**config.mk**
```make
export PLATFORM = sky130hd
export DESIGN_NAME = int_ack_initiator_flat
export DESIGN_NICKNAME = d
export VERILOG_FILES = /design/src/rtl/int_ack_if.sv /design/src/rtl/int_ack_initiator.sv /design/src/flat_wrapper.sv
export SDC_FILE = /design/constraint.sdc
export NUM_CORES = 1
export LEC_CHECK = 0
export ABC_AREA = 1
export BUFFER_PORTS_ARGS = -buffer_cell sky130_fd_sc_hd__clkbuf_2
export CORE_MARGIN = 5
export CORE_UTILIZATION = 37
export CTS_BUF_LIST = sky130_fd_sc_hd__clkbuf_16
export CTS_CLUSTER_SIZE = 40
export DETAILED_ROUTE_END_ITERATION = 12
export PLACE_DENSITY_LB_ADDON = 0.1
export SLEW_MARGIN = 20
export SYNTH_ARGS = -nofsm -noshare
export SYNTH_HDL_FRONTEND = slang
export SYNTH_SLANG_ARGS = --single-unit
```
**constraint.sdc**
```tcl
create_clock -name clk -period 1.7 [get_ports clk]
set_input_delay 0.34 -clock clk [delete_from_list [all_inputs] [get_ports clk]]
set_output_delay 0.34 -clock clk [all_outputs]
set_load 0.02 [all_outputs]
```
**src/rtl/int_ack_if.sv**
```systemverilog
// INT/INTA handshake between the CPU-side acknowledge initiator and the PIC.
// master is the initiator (drives inta_n and the captured results), slave is the PIC side.
interface int_ack_if;
  logic        int_req;
  logic        enable;
  logic        mode_8086;
  logic [7:0]  data_in;
  logic        inta_n;
  logic        busy;
  logic [7:0]  vector;
  logic [15:0] vec_addr;
  logic        vector_valid;
  logic        seq_err;

  modport master (
    input  int_req, enable, mode_8086, data_in,
    output inta_n, busy, vector, vec_addr, vector_valid, seq_err
  );

  modport slave (
    output int_req, enable, mode_8086, data_in,
    input  inta_n, busy, vector, vec_addr, vector_valid, seq_err
  );
endinterface

```
**src/rtl/int_ack_initiator.sv**
```systemverilog
// CPU-side interrupt-acknowledge initiator: synchronises INT and runs the
// 8086 two-pulse or 8080 three-pulse INTA sequence, capturing vector data.
//
// state | meaning
// IDLE  | waiting for synchronised int_req with enable set
// LOW   | inta_n driven low for PULSE_CYCLES; data_in sampled on the last edge
// GAP   | inta_n high for GAP_CYCLES between pulses
// DONE  | one cycle; results/strobes registered on the edge leaving it
// HOLD  | HOLDOFF cycles where int_req is ignored
module int_ack_initiator #(
  parameter int PULSE_CYCLES = 2,
  parameter int GAP_CYCLES   = 2,
  parameter int HOLDOFF      = 4
) (
  input  logic      clk,
  input  logic      rst_n,
  int_ack_if.master ack
);

  localparam int MAX_PG  = (PULSE_CYCLES > GAP_CYCLES) ? PULSE_CYCLES : GAP_CYCLES;
  localparam int CNT_MAX = (MAX_PG > HOLDOFF) ? MAX_PG : HOLDOFF;
  localparam int CW      = $clog2(CNT_MAX + 1);

  localparam logic [CW-1:0] PULSE_LOAD = CW'(PULSE_CYCLES - 1);
  localparam logic [CW-1:0] GAP_LOAD   = CW'(GAP_CYCLES - 1);
  localparam logic [CW-1:0] HOLD_LOAD  = CW'((HOLDOFF > 0) ? HOLDOFF - 1 : 0);
  localparam logic [7:0]    CALL_OP    = 8'hCD;

  typedef enum logic [2:0] {IDLE, LOW, GAP, DONE, HOLD} state_t;

  state_t         state, state_nxt;
  logic           sync1, int_sync;
  logic [CW-1:0]  cnt;
  logic           mode_q;
  logic [1:0]     npulse;
  logic [7:0]     byte0, byte1, byte2;
  logic           last_pulse;
  logic           call_ok;

  logic           inta_n_q, busy_q, vv_q, err_q;
  logic [7:0]     vector_q;
  logic [15:0]    vec_addr_q;
  logic           inta_n_nxt, busy_nxt, vv_nxt, err_nxt;

  // npulse counts completed pulses, so this pulse is last when one short of the total
  assign last_pulse = (npulse == (mode_q ? 2'd1 : 2'd2));
  assign call_ok    = (byte0 == CALL_OP);

  // state register
  always_ff @(posedge clk or negedge rst_n) begin
    if (!rst_n) state <= IDLE;
    else        state <= state_nxt;
  end

  // next-state logic
  always_comb begin
    state_nxt = state;
    case (state)
      IDLE: if (int_sync && ack.enable) state_nxt = LOW;
      LOW:  if (cnt == '0) state_nxt = last_pulse ? DONE : GAP;
      GAP:  if (cnt == '0) state_nxt = LOW;
      DONE: state_nxt = (HOLDOFF == 0) ? IDLE : HOLD;
      HOLD: if (cnt == '0) state_nxt = IDLE;
      default: state_nxt = IDLE;
    endcase
  end

  // output decode; registered below so inta_n/busy track the state exactly
  always_comb begin
    inta_n_nxt = (state_nxt != LOW);
    busy_nxt   = (state_nxt == LOW) || (state_nxt == GAP) || (state_nxt == DONE);
    vv_nxt     = (state == DONE) && (mode_q || call_ok);
    err_nxt    = (state == DONE) && !mode_q && !call_ok;
  end

  always_ff @(posedge clk or negedge rst_n) begin
    if (!rst_n) begin
      sync1    <= 1'b0;
      int_sync <= 1'b0;
    end else begin
      sync1    <= ack.int_req;
      int_sync <= sync1;
    end
  end

  // phase timer: loaded on state entry, counts down to terminal zero
  always_ff @(posedge clk or negedge rst_n) begin
    if (!rst_n) begin
      cnt <= '0;
    end else if (state_nxt != state) begin
      case (state_nxt)
        LOW:     cnt <= PULSE_LOAD;
        GAP:     cnt <= GAP_LOAD;
        HOLD:    cnt <= HOLD_LOAD;
        default: cnt <= '0;
      endcase
    end else if (cnt != '0) begin
      cnt <= cnt - 1'b1;
    end
  end

  always_ff @(posedge clk or negedge rst_n) begin
    if (!rst_n) begin
      mode_q <= 1'b0;
      npulse <= 2'd0;
      byte0  <= 8'h00;
      byte1  <= 8'h00;
      byte2  <= 8'h00;
    end else if (state == IDLE && state_nxt == LOW) begin
      mode_q <= ack.mode_8086;
      npulse <= 2'd0;
    end else if (state == LOW && cnt == '0) begin
      case (npulse)
        2'd0:    byte0 <= ack.data_in;
        2'd1:    byte1 <= ack.data_in;
        default: byte2 <= ack.data_in;
      endcase
      npulse <= npulse + 2'd1;
    end
  end

  always_ff @(posedge clk or negedge rst_n) begin
    if (!rst_n) begin
      inta_n_q   <= 1'b1;
      busy_q     <= 1'b0;
      vv_q       <= 1'b0;
      err_q      <= 1'b0;
      vector_q   <= 8'h00;
      vec_addr_q <= 16'h0000;
    end else begin
      inta_n_q <= inta_n_nxt;
      busy_q   <= busy_nxt;
      vv_q     <= vv_nxt;
      err_q    <= err_nxt;
      if (state == DONE && mode_q)             vector_q   <= byte1;
      if (state == DONE && !mode_q && call_ok) vec_addr_q <= {byte2, byte1};
    end
  end

  assign ack.inta_n       = inta_n_q;
  assign ack.busy         = busy_q;
  assign ack.vector       = vector_q;
  assign ack.vec_addr     = vec_addr_q;
  assign ack.vector_valid = vv_q;
  assign ack.seq_err      = err_q;

endmodule
```
**src/flat_wrapper.sv**
```systemverilog
// flat-port wrapper written by rule: the top's interface ports become plain ports
module int_ack_initiator_flat 
#(
  parameter int PULSE_CYCLES = 2,
  parameter int GAP_CYCLES   = 2,
  parameter int HOLDOFF      = 4
)
  (clk, rst_n, ack_int_req, ack_enable, ack_mode_8086, ack_data_in, ack_inta_n, ack_busy, ack_vector, ack_vec_addr, ack_vector_valid, ack_seq_err);
  int_ack_if ack_i ();
  input  logic clk;
  input  logic rst_n;
  input wire logic [$bits(ack_i.int_req)-1:0] ack_int_req;
  input wire logic [$bits(ack_i.enable)-1:0] ack_enable;
  input wire logic [$bits(ack_i.mode_8086)-1:0] ack_mode_8086;
  input wire logic [$bits(ack_i.data_in)-1:0] ack_data_in;
  output wire logic [$bits(ack_i.inta_n)-1:0] ack_inta_n;
  output wire logic [$bits(ack_i.busy)-1:0] ack_busy;
  output wire logic [$bits(ack_i.vector)-1:0] ack_vector;
  output wire logic [$bits(ack_i.vec_addr)-1:0] ack_vec_addr;
  output wire logic [$bits(ack_i.vector_valid)-1:0] ack_vector_valid;
  output wire logic [$bits(ack_i.seq_err)-1:0] ack_seq_err;
  assign ack_i.int_req = ack_int_req;
  assign ack_i.enable = ack_enable;
  assign ack_i.mode_8086 = ack_mode_8086;
  assign ack_i.data_in = ack_data_in;
  assign ack_inta_n = ack_i.inta_n;
  assign ack_busy = ack_i.busy;
  assign ack_vector = ack_i.vector;
  assign ack_vec_addr = ack_i.vec_addr;
  assign ack_vector_valid = ack_i.vector_valid;
  assign ack_seq_err = ack_i.seq_err;
  int_ack_initiator #(.PULSE_CYCLES(PULSE_CYCLES), .GAP_CYCLES(GAP_CYCLES), .HOLDOFF(HOLDOFF)) u_core (.clk(clk), .rst_n(rst_n), .ack(ack_i));
endmodule
```
Yosys cells after proc, flatten, opt, wreduce, memory -nomap -nowiden. Index checks and enable logic that the tools add are counted.

Bits in latches: 0. Memory bits (read-only): 0. Register bits: 63. Input port bits: 13. Bits in writable memories: 0. Word-level logic and storage cells: 68. Memories: 0. Output and inout port bits: 28.

Add/sub/neg operators: 2. Multipliers: 0. Shifts and indexed selects: 0. Muxes and demuxes: 12. Order comparisons: 0. Bitwise gates (word level): 2. Divide/modulo/power cells: 0. Reductions and logical operators: 24. Eq/ne operators: 13.

Operator list (count): $mux W3 (6); $pmux W3 S5 (1); $eq A3 B2 Y1 const B (4); $reduce_and A3 Y1 (3); $eq A8 B8 Y1 const B (1); $logic_and A1 B1 Y1 (8); $eq A3 B1 Y1 const B (2); $eq A3 B3 Y1 const B (2); $logic_not A3 Y1 (2); $mux W2 (3); $pmux W2 S2 (1); $reduce_bool A2 Y1 (2); $reduce_or A2 Y1 (2); $logic_or A1 B1 Y1 (3); $ne A3 B1 Y1 const B (1); $ne A3 B3 Y1 (1); $reduce_bool A3 Y1 (1); $sub A3 B1 Y3 const B (1); $add A2 B1 Y2 const B (1); $eq A2 B1 Y1 const B (1); $eq A2 B2 Y1 (1); $logic_not A1 Y1 (2); $logic_not A2 Y1 (1); $not A1 Y1 (2); $mux W1 (1).

Longest topological paths before layout. Gate-level depths: netlist (run 1).

Depth in word-level cells: 9. Depth in mapped cells: 14.

Least setup slack after synthesis (run 1). No wires, ideal clock.

Path type: register to register. Start point: register u_core.cnt[0]. End point: register u_core.cnt[0]. Arrival time: 1.515 ns. Library setup time: 0.117 ns. Buffers on the path: 0. Setup slack: 0.068 ns. Data required time: 1.583 ns. Cell stages (with the launch flop): 13. Cell sequence: dfrtp_1 > inv_1 > ha_1 > nand2_4 > inv_1 > nand2_2 > nand2_1 > nor3_2 > nand2_1 > nand2_1 > nand2_1 > nor2_1 > nor2_1.

Word-level cells in the longest chain between the ends: 7.

RTL lines: start, declared (RTL line int_ack_initiator.sv:33) `logic [CW-1:0] cnt;`; start signal, assigned (RTL line int_ack_initiator.sv:98) `cnt <= cnt - 1'b1;`; $logic_not A3 Y1 (RTL line int_ack_initiator.sv:60, int_ack_initiator.sv:61, int_ack_initiator.sv:63); $mux W3 (on tied branches) (RTL line int_ack_initiator.sv:63, int_ack_initiator.sv:60, int_ack_initiator.sv:61); $pmux W3 S5 (RTL line int_ack_initiator.sv:58) `case (state)`; $eq A3 B2 Y1 or $eq A3 B1 Y1 (tied branches) (RTL line int_ack_initiator.sv:91) `case (state_nxt)`; $reduce_or A2 Y1 (no line); $pmux W2 S2 (RTL line int_ack_initiator.sv:91); $mux W3 (RTL line int_ack_initiator.sv:90) `end else if (state_nxt != state) begin`.

Parallel ways exist; a longest one is shown, timed or not. The select of a mux whose other input is x is not followed. A chain may end at the register's enable or synchronous reset.

Worst setup path after layout (run 1).
Start point: register u_core.cnt[0]. End point: register u_core.cnt[0].

Word-level cells in the longest chain between the ends: 7.

RTL lines: $logic_not A3 Y1 (*) (RTL line int_ack_initiator.sv:60, int_ack_initiator.sv:61, int_ack_initiator.sv:63); $mux W3 (on tied branches) (RTL line int_ack_initiator.sv:63, int_ack_initiator.sv:60, int_ack_initiator.sv:61); $pmux W3 S5 (*) (RTL line int_ack_initiator.sv:58); named net u_core.state_nxt[0] (RTL line int_ack_initiator.sv:31) `state_t state, state_nxt;`; $eq A3 B2 Y1 or $eq A3 B1 Y1 (tied branches) (RTL line int_ack_initiator.sv:91); $reduce_or A2 Y1 (no line); $pmux W2 S2 (RTL line int_ack_initiator.sv:91); $mux W3 (RTL line int_ack_initiator.sv:90).

Mark *: on every way through the listed nets, which the timed path passes. The rest lies on a longest branch. The select of a mux whose other input is x is not followed.

==> results of run 1 <==
how the worst min path moves through the flow:
stage	from	endpoint	slack, ns
after CTS	rst_n	u_core.cnt[1]$_DFFE_PN0P_	0.05
after detailed placement	u_core.sync1$_DFF_PN0_	u_core.int_sync$_DFF_PN0_	0.33
after global routing	rst_n	u_core.sync1$_DFF_PN0_	0.04
after global placement	u_core.sync1$_DFF_PN0_	u_core.int_sync$_DFF_PN0_	0.33
final	rst_n	u_core.sync1$_DFF_PN0_	0.01
after floorplan	rst_n	u_core.ack.busy$_DFF_PN0_	0.04
stage by stage:
stage	setup TNS (ns)	power, mW	utilization	instance area (µm²)
final	0	6.204	0.4936	3391
after detailed placement	-0.02270	4.037	0.4377	3007
after global placement	0	4.011	0.4377	3007
after global routing	-0.03701	6.713	0.4936	3391
after floorplan	0	3.524	-	2654
after CTS	0	6.218	0.4898	3364
cells in the mapped netlist, drive strengths merged:
cell	instances	area, µm²
nor2	10	40.04
o21ai	46	260.3
nand3	17	97.60
nand2	89	374.1
a21oi	1	5.000
nor4b	1	15.01
dfrtp	62	1551
dfstp	1	26.28
ha	4	50.05
buf	5	52.55
clkbuf	2	7.510
nor3	4	30.03
inv	28	107.6
mux2	1	11.26
a31oi	1	6.260
nand4	2	18.77
where the power goes:
group          total, mW  switching (mW)  leakage, nW  internal [mW]
sequential          2.33           0.319        0.796           2.01
clock               2.10           0.665        0.166           1.44
combinational       1.77            1.09        0.874          0.685
logic make-up (layout without fill, tap and decap cells):
logic type                 after synthesis  after routing  synth area share
AOI/OAI and AO/OA                       48             48            0.1023
adders and majority gates                4              4           0.01886
buffers and inverters                   35             94           0.06318
DFF                                     63             63            0.5945
muxes                                    1              1          0.004243
and+or+nand+nor                        123            123            0.2169
sequential cells by signal, summed over array words and instances (netlist names):
| register | flops |
|---|---|
| u_core.int_sync | 1 |
| u_core.sync1 | 1 |
| u_core.state | 3 |
| u_core.ack.vector_valid | 1 |
| u_core.byte0 | 8 |
| u_core.npulse | 2 |
| u_core.ack.inta_n | 1 |
| u_core.byte2 | 8 |
| u_core.mode_q | 1 |
| u_core.ack.busy | 1 |
| u_core.ack.seq_err | 1 |
| u_core.ack.vec_addr | 16 |
| u_core.byte1 | 8 |
| u_core.ack.vector | 8 |
| u_core.cnt | 3 |
timing repair:
item / 4_1_cts / 5_1_grt
setup endpoints to repair: 1 / 25
pin swaps: 0 / 1
setup buffers: 0 / 1
hold buffers: 0 / 0
gates resized for setup: 3 / 8
hold endpoints to repair: 0 / 0
metal layers:
layer  GRT usage  vias to the layer above
met4     0.05769                        0
met3     0.03347                        5
li1            -                      995
met5           0                        -
met1      0.2037                      847
met2      0.1832                       33
critical path, delay by kind of cell (launching register included):
family | cells | cell delay [ns]
DFF | 1 | 0.39
and+or+nand+nor | 11 | 0.63
buffers and inverters | 3 | 0.30
adders and majority gates | 1 | 0.16
final cells by class:
| cell class | count | area share |
|---|---|---|
| well taps | 96 | 0.03542 |
| multi-input cells | 176 | 0.2760 |
| repair buffers | 50 | 0.08856 |
| clock inverters | 7 | 0.03542 |
| inverters | 28 | 0.03247 |
| flip-flops and latches | 63 | 0.4657 |
| clock buffers | 9 | 0.06642 |
==> impl_results.md, run 1 <==
- Detailed Route Iter0 Violations: 100
- Final setup fails: 0
- Register area: approximately 1600 µm²
- Hold Crit Class: input pin to async pin
- Power per Cell Area: ~1800 nW/µm²
- Top sig layer: met4
- Die height: around 95 µm
- Mapped Nets: approximately 290
- Final Hold Fails: 0
- Hold Slack: 0.01306 ns
- Routed wl met3: about 260 µm
- Die width: between 90 and 100 µm
- Ordered cell list for the critical path: inv_2 -> ha_4 -> nand2_4 -> inv_4 -> nand2_1 -> nand2_1 -> nand2_2 -> buf_4 -> nand2_2 -> nand2_2 -> nand2_1 -> nand2_1 -> nand2_1 -> nor2_1 -> nor2_1
- Critical path endpoint: u_core.cnt[0]$_DFFE_PN0P_
- Num CTS Buffers: 9
- Yosys cell types: 27
- Final Cycle Share: 0.9098
- Warnings from Yosys: 0
- Commonest non-fill, non-tap cell in the layout: nand2_1
- Fmax: about 650 MHz
- Routability cong.: approximately 0.85
- Pin count of the biggest net entering global routing: 64
- HPWL Detailed: 3776 µm
- Finished Layout Cells: approximately 430
- Clk buf depth: 2
- Clk sink count: between 60 and 70
- Outcome: finished clean
- Yosys reg bits: between 60 and 70
- Area of the multi-input gates: 935.9 µm²
- Die Footprint: 8966 µm²
- Max-slew headroom: 0.6830
- Crit path largest cell delay: 0.39 ns
- Fillers: 649
- R2R setup slack: between 0.15 and 0.2 ns
- Nets: about 350
- Ant. Diodes: 0
- Num rows: 30
- Initial Utilization: 0.3863
- GRT Total Usage: 0.1355
- Gate Count Post-Synth: roughly 270
- Most frequent cells in the layout: nand2_1, dfrtp_1, clkbuf_2, o21ai_0, inv_1
- Pins Over Slew Limit: 0
- Most frequent CP cell: nand2_1
- RSZ-0062 raised after global routing: yes
- Vias per cell: 4.382
- Worst path arrival time: roughly 1.8 ns
- Initial antenna violation count: 0
- DRC: 0
- Port buffer count: 40
- Max-Cap Viols: 0
- Crit Reg-Reg Endpoint: u_core.cnt[0]$_DFFE_PN0P_
- Vias: 1880
- Htree depth: 3
- CP Capture Type: flip-flop
- LEAKAGE: between 1.5 and 2 nW
- Placed insts: 412
- Final wirelength: 5396 µm
- Met1 WL: about 2800 µm
- Setup slack after layout: approximately 0.15 ns
- CTS tree: built
- DR WL met2: ~2200 µm
- Worst Setup Slack post-DPL: -0.02270 ns
- Worst-Skew Late Latency: ~0.32 ns
- Sequential area share after synthesis: 0.5945
- Final Skew: roughly 0.0070 ns
- Mapped Area: roughly 2700 µm²
- Critical Path RT: 1.95 ns
- GR Overflow Total: 0
- Syn-to-layout area delta: 27.77%
- Syn_area_per_cell: 9.685 µm²
- DR WL/cell: about 13 µm
- Clock-pin slew on the worst setup and hold paths: ~0.050 ns
- First-pass GRT wire length: around 9400 µm
- Critical Path Source Type: flip-flop
- Critical R2R Launch: u_core.cnt[0]$_DFFE_PN0P_
- Worst Path Max Fanout: 6
- Reg2reg path depth: 15
- Vias in the first global route: ~1800
- Core Area: slightly below 7000 µm²
- Share of layout cells above drive strength 1: 0.3003
- Top-level I/O count: 41
- Crit Path Class: flip-flop to flip-flop
- Tmin final: ~1.5 ns
- Detail Route Antenna Nets: 0
- CP Launch Point: u_core.cnt[0]$_DFFE_PN0P_
- Drt pass-1 iters: 4
- Root buf cell: clkbuf_16
- Max VDD drop: between 0.0008 and 0.0009 V
- Measured slew at the worst slew-check pin: approximately 0.47 ns
- Crit-path slowest cell: dfrtp_1
Power figures use the tool's default switching activity.
==> run 2: changes to the inputs <==
Clock period 1.7 ns to 1.6 ns, I/O delays scaled along.
==> impl_results.md, run 2 (synthesis gave the netlist of run 1 again) <==
- Critical Path RT: 1.81 ns (was 1.95 ns)
- Final setup fails: 0 (unchanged)
- GRT Total Usage: 0.1375 (was 0.1355)
- Port buffer count: 40 (unchanged)
- Clock-pin slew on the worst setup and hold paths: 0.05 ns (about the same)
- Failing checks: negative hold slack
- Final wirelength: 5503 µm (was 5396 µm)
- Fmax: 634.1 MHz (was 646.5 MHz)
- Share of layout cells above drive strength 1: 0.3480 (was 0.3003)
- Vias in the first global route: 1939 (was 1847)
- Hold Crit Class: input pin to async pin (unchanged)
- Num CTS Buffers: 9 (unchanged)
- Clk sink count: 63 (unchanged)
- Total Neg Setup Slack: 0 ns (unchanged)
- Tmin final: 1.577 ns (was 1.547 ns)
- Worst Path Max Fanout: 5 (was 6)
- Hold Slack: -0.01056 ns (was 0.01306 ns)
- Vias per cell: 4.489 (was 4.382)
- Num rows: 30 (unchanged)
- Max-slew headroom: 0.7511 (was 0.6830)
- Max VDD drop: 0.0007938 V (was 0.0008584 V)
- Die width: 94.69 µm (unchanged)
- Final Hold Fails: 7 (was 0)
- Clk buf depth: 2 (unchanged)
- Initial antenna violation count: 0 (unchanged)
- Fillers: 661 (was 649)
- CTS tree: built (unchanged)
- CTS Hold Bufs: 0 (unchanged)
- Crit Path Class: flip-flop to flip-flop (unchanged)
- Root buf cell: clkbuf_16 (unchanged)
- Drt pass-1 iters: 4 (unchanged)
- HPWL Detailed: 3822 µm (was 3776 µm)
- Die Footprint: 8966 µm² (unchanged)
- Pin count of the biggest net entering global routing: 64 (unchanged)
- Htree depth: 3 (unchanged)
- Max-Cap Viols: 0 (unchanged)
- Final Skew: 0.004908 ns (was 0.007004 ns)
- CP Capture Type: flip-flop (unchanged)
- Most frequent cells in the layout: nand2_1, dfrtp_1, clkbuf_2, o21ai_0, inv_1 (unchanged)
- RSZ-0062 raised after global routing: yes (unchanged)
- LEAKAGE: 1.847 nW (was 1.836 nW)
- First-pass GRT wire length: 9370 µm (was 9384 µm)
- Pins Over Slew Limit: 0 (unchanged)
- Critical Path Source Type: flip-flop (unchanged)
- Ant. Diodes: 0 (unchanged)
- Initial Utilization: 0.3863 (unchanged)
- Outcome: complete, but fails checks (was finished clean)
- Routability cong.: 0.8176 (was 0.8450)
- GR Overflow Total: 0 (unchanged)
- Worst-Skew Late Latency: 0.32 ns (about the same)
- Nets: 354 (was 345)
- Vias: 1966 (was 1880)
- Max reg flops: 16 (unchanged)
- Detailed Route Iter0 Violations: 77 (was 100)
- DRC: 0 (unchanged)
- Core Area: 6869 µm² (unchanged)
- Top-level I/O count: 41 (unchanged)
- Commonest non-fill, non-tap cell in the layout: nand2_1 (unchanged)
- Die height: 94.69 µm (unchanged)
- Syn-to-layout area delta: 33.05% (was 27.77%)
- R2R setup slack: 0.02 ns (was 0.15 ns)
- DR WL/cell: 12.56 µm (was 12.58 µm)
- Pwr Total: 6.737 mW (was 6.204 mW)
- Final Cycle Share: 0.9856 (was 0.9098)
- Power per Cell Area: 1908 nW/µm² (was 1830 nW/µm²)
- Detail Route Antenna Nets: 0 (unchanged)
- Worst path arrival time: 1.79 ns (was 1.80 ns)
- Measured slew at the worst slew-check pin: 0.3720 ns (was 0.4743 ns)
- Area of the multi-input gates: 1020 µm² (was 935.9 µm²)
- Register area: 1580 µm² (was 1579 µm²)
-- run 2: where the power goes --
group          internal [mW]  switching [mW]
Combinational          0.894            1.32
Sequential              2.14           0.350
Clock                   1.35           0.681
-- run 2: path summary, 6_finish.rpt --
kind	to	startpoint	cells after the start
max	u_core.cnt[0]$_DFFE_PN0P_	u_core.cnt[1]$_DFFE_PN0P_	11
min	u_core.ack.vec_addr[8]$_DFFE_PN0P_	rst_n	2
max reg2reg	u_core.cnt[0]$_DFFE_PN0P_	u_core.cnt[1]$_DFFE_PN0P_	11
min reg2reg	u_core.int_sync$_DFF_PN0_	u_core.sync1$_DFF_PN0_	0
max in group asynchronous	u_core.ack.inta_n$_DFF_PN1_	rst_n	2
min in group clk	u_core.sync1$_DFF_PN0_	ack_int_req	1
-- run 2: worst max-delay path: stages (launching register included) --
cell     delay [ns]
dfrtp_1        0.36
inv_2          0.06
ha_4           0.16
nand2_4        0.08
buf_6          0.13
a31oi_4        0.09
nor3_4         0.23
nand2_1        0.10
nand2_1        0.08
nand2_1        0.05
nor2_1         0.09
nor2_1         0.04
-- run 2: cell type report --
type,instances,area share
sequential,63,0.4476
multi-input combinational,176,0.2888
timing repair buffer,59,0.1088
clock buffer,9,0.06378
tap,96,0.03402
inverter,28,0.03189
clock inverter,7,0.02516
-- run 2: what timing repair did --
action / 4_1_cts / 5_1_grt
setup endpoints to repair: 26 / 26
buffers inserted: 0 / 6
gates resized for setup: 8 / 23
pin swaps: 2 / 7
-- run 2: per-layer routing --
metal  global-route usage  part of all wire
met1               0.1946              0.51
met3              0.03426             0.045
met4              0.07813             0.023
met2               0.1903              0.43
met5                    0                 0
-- run 2: stage by stage --
| step | instances | worst slack [ns] | instance area [µm²] | utilization |
|---|---|---|---|---|
| floorplan | 274 | 0.01401 | 2658 | - |
| global placement | 417 | -0.02496 | 3060 | 0.4455 |
| detailed placement | 417 | -0.07886 | 3060 | 0.4455 |
| CTS | 433 | 0.003174 | 3398 | 0.4947 |
| global route | 438 | -0.09944 | 3531 | 0.5140 |
| finish | 438 | 0.02297 | 3531 | 0.5140 |
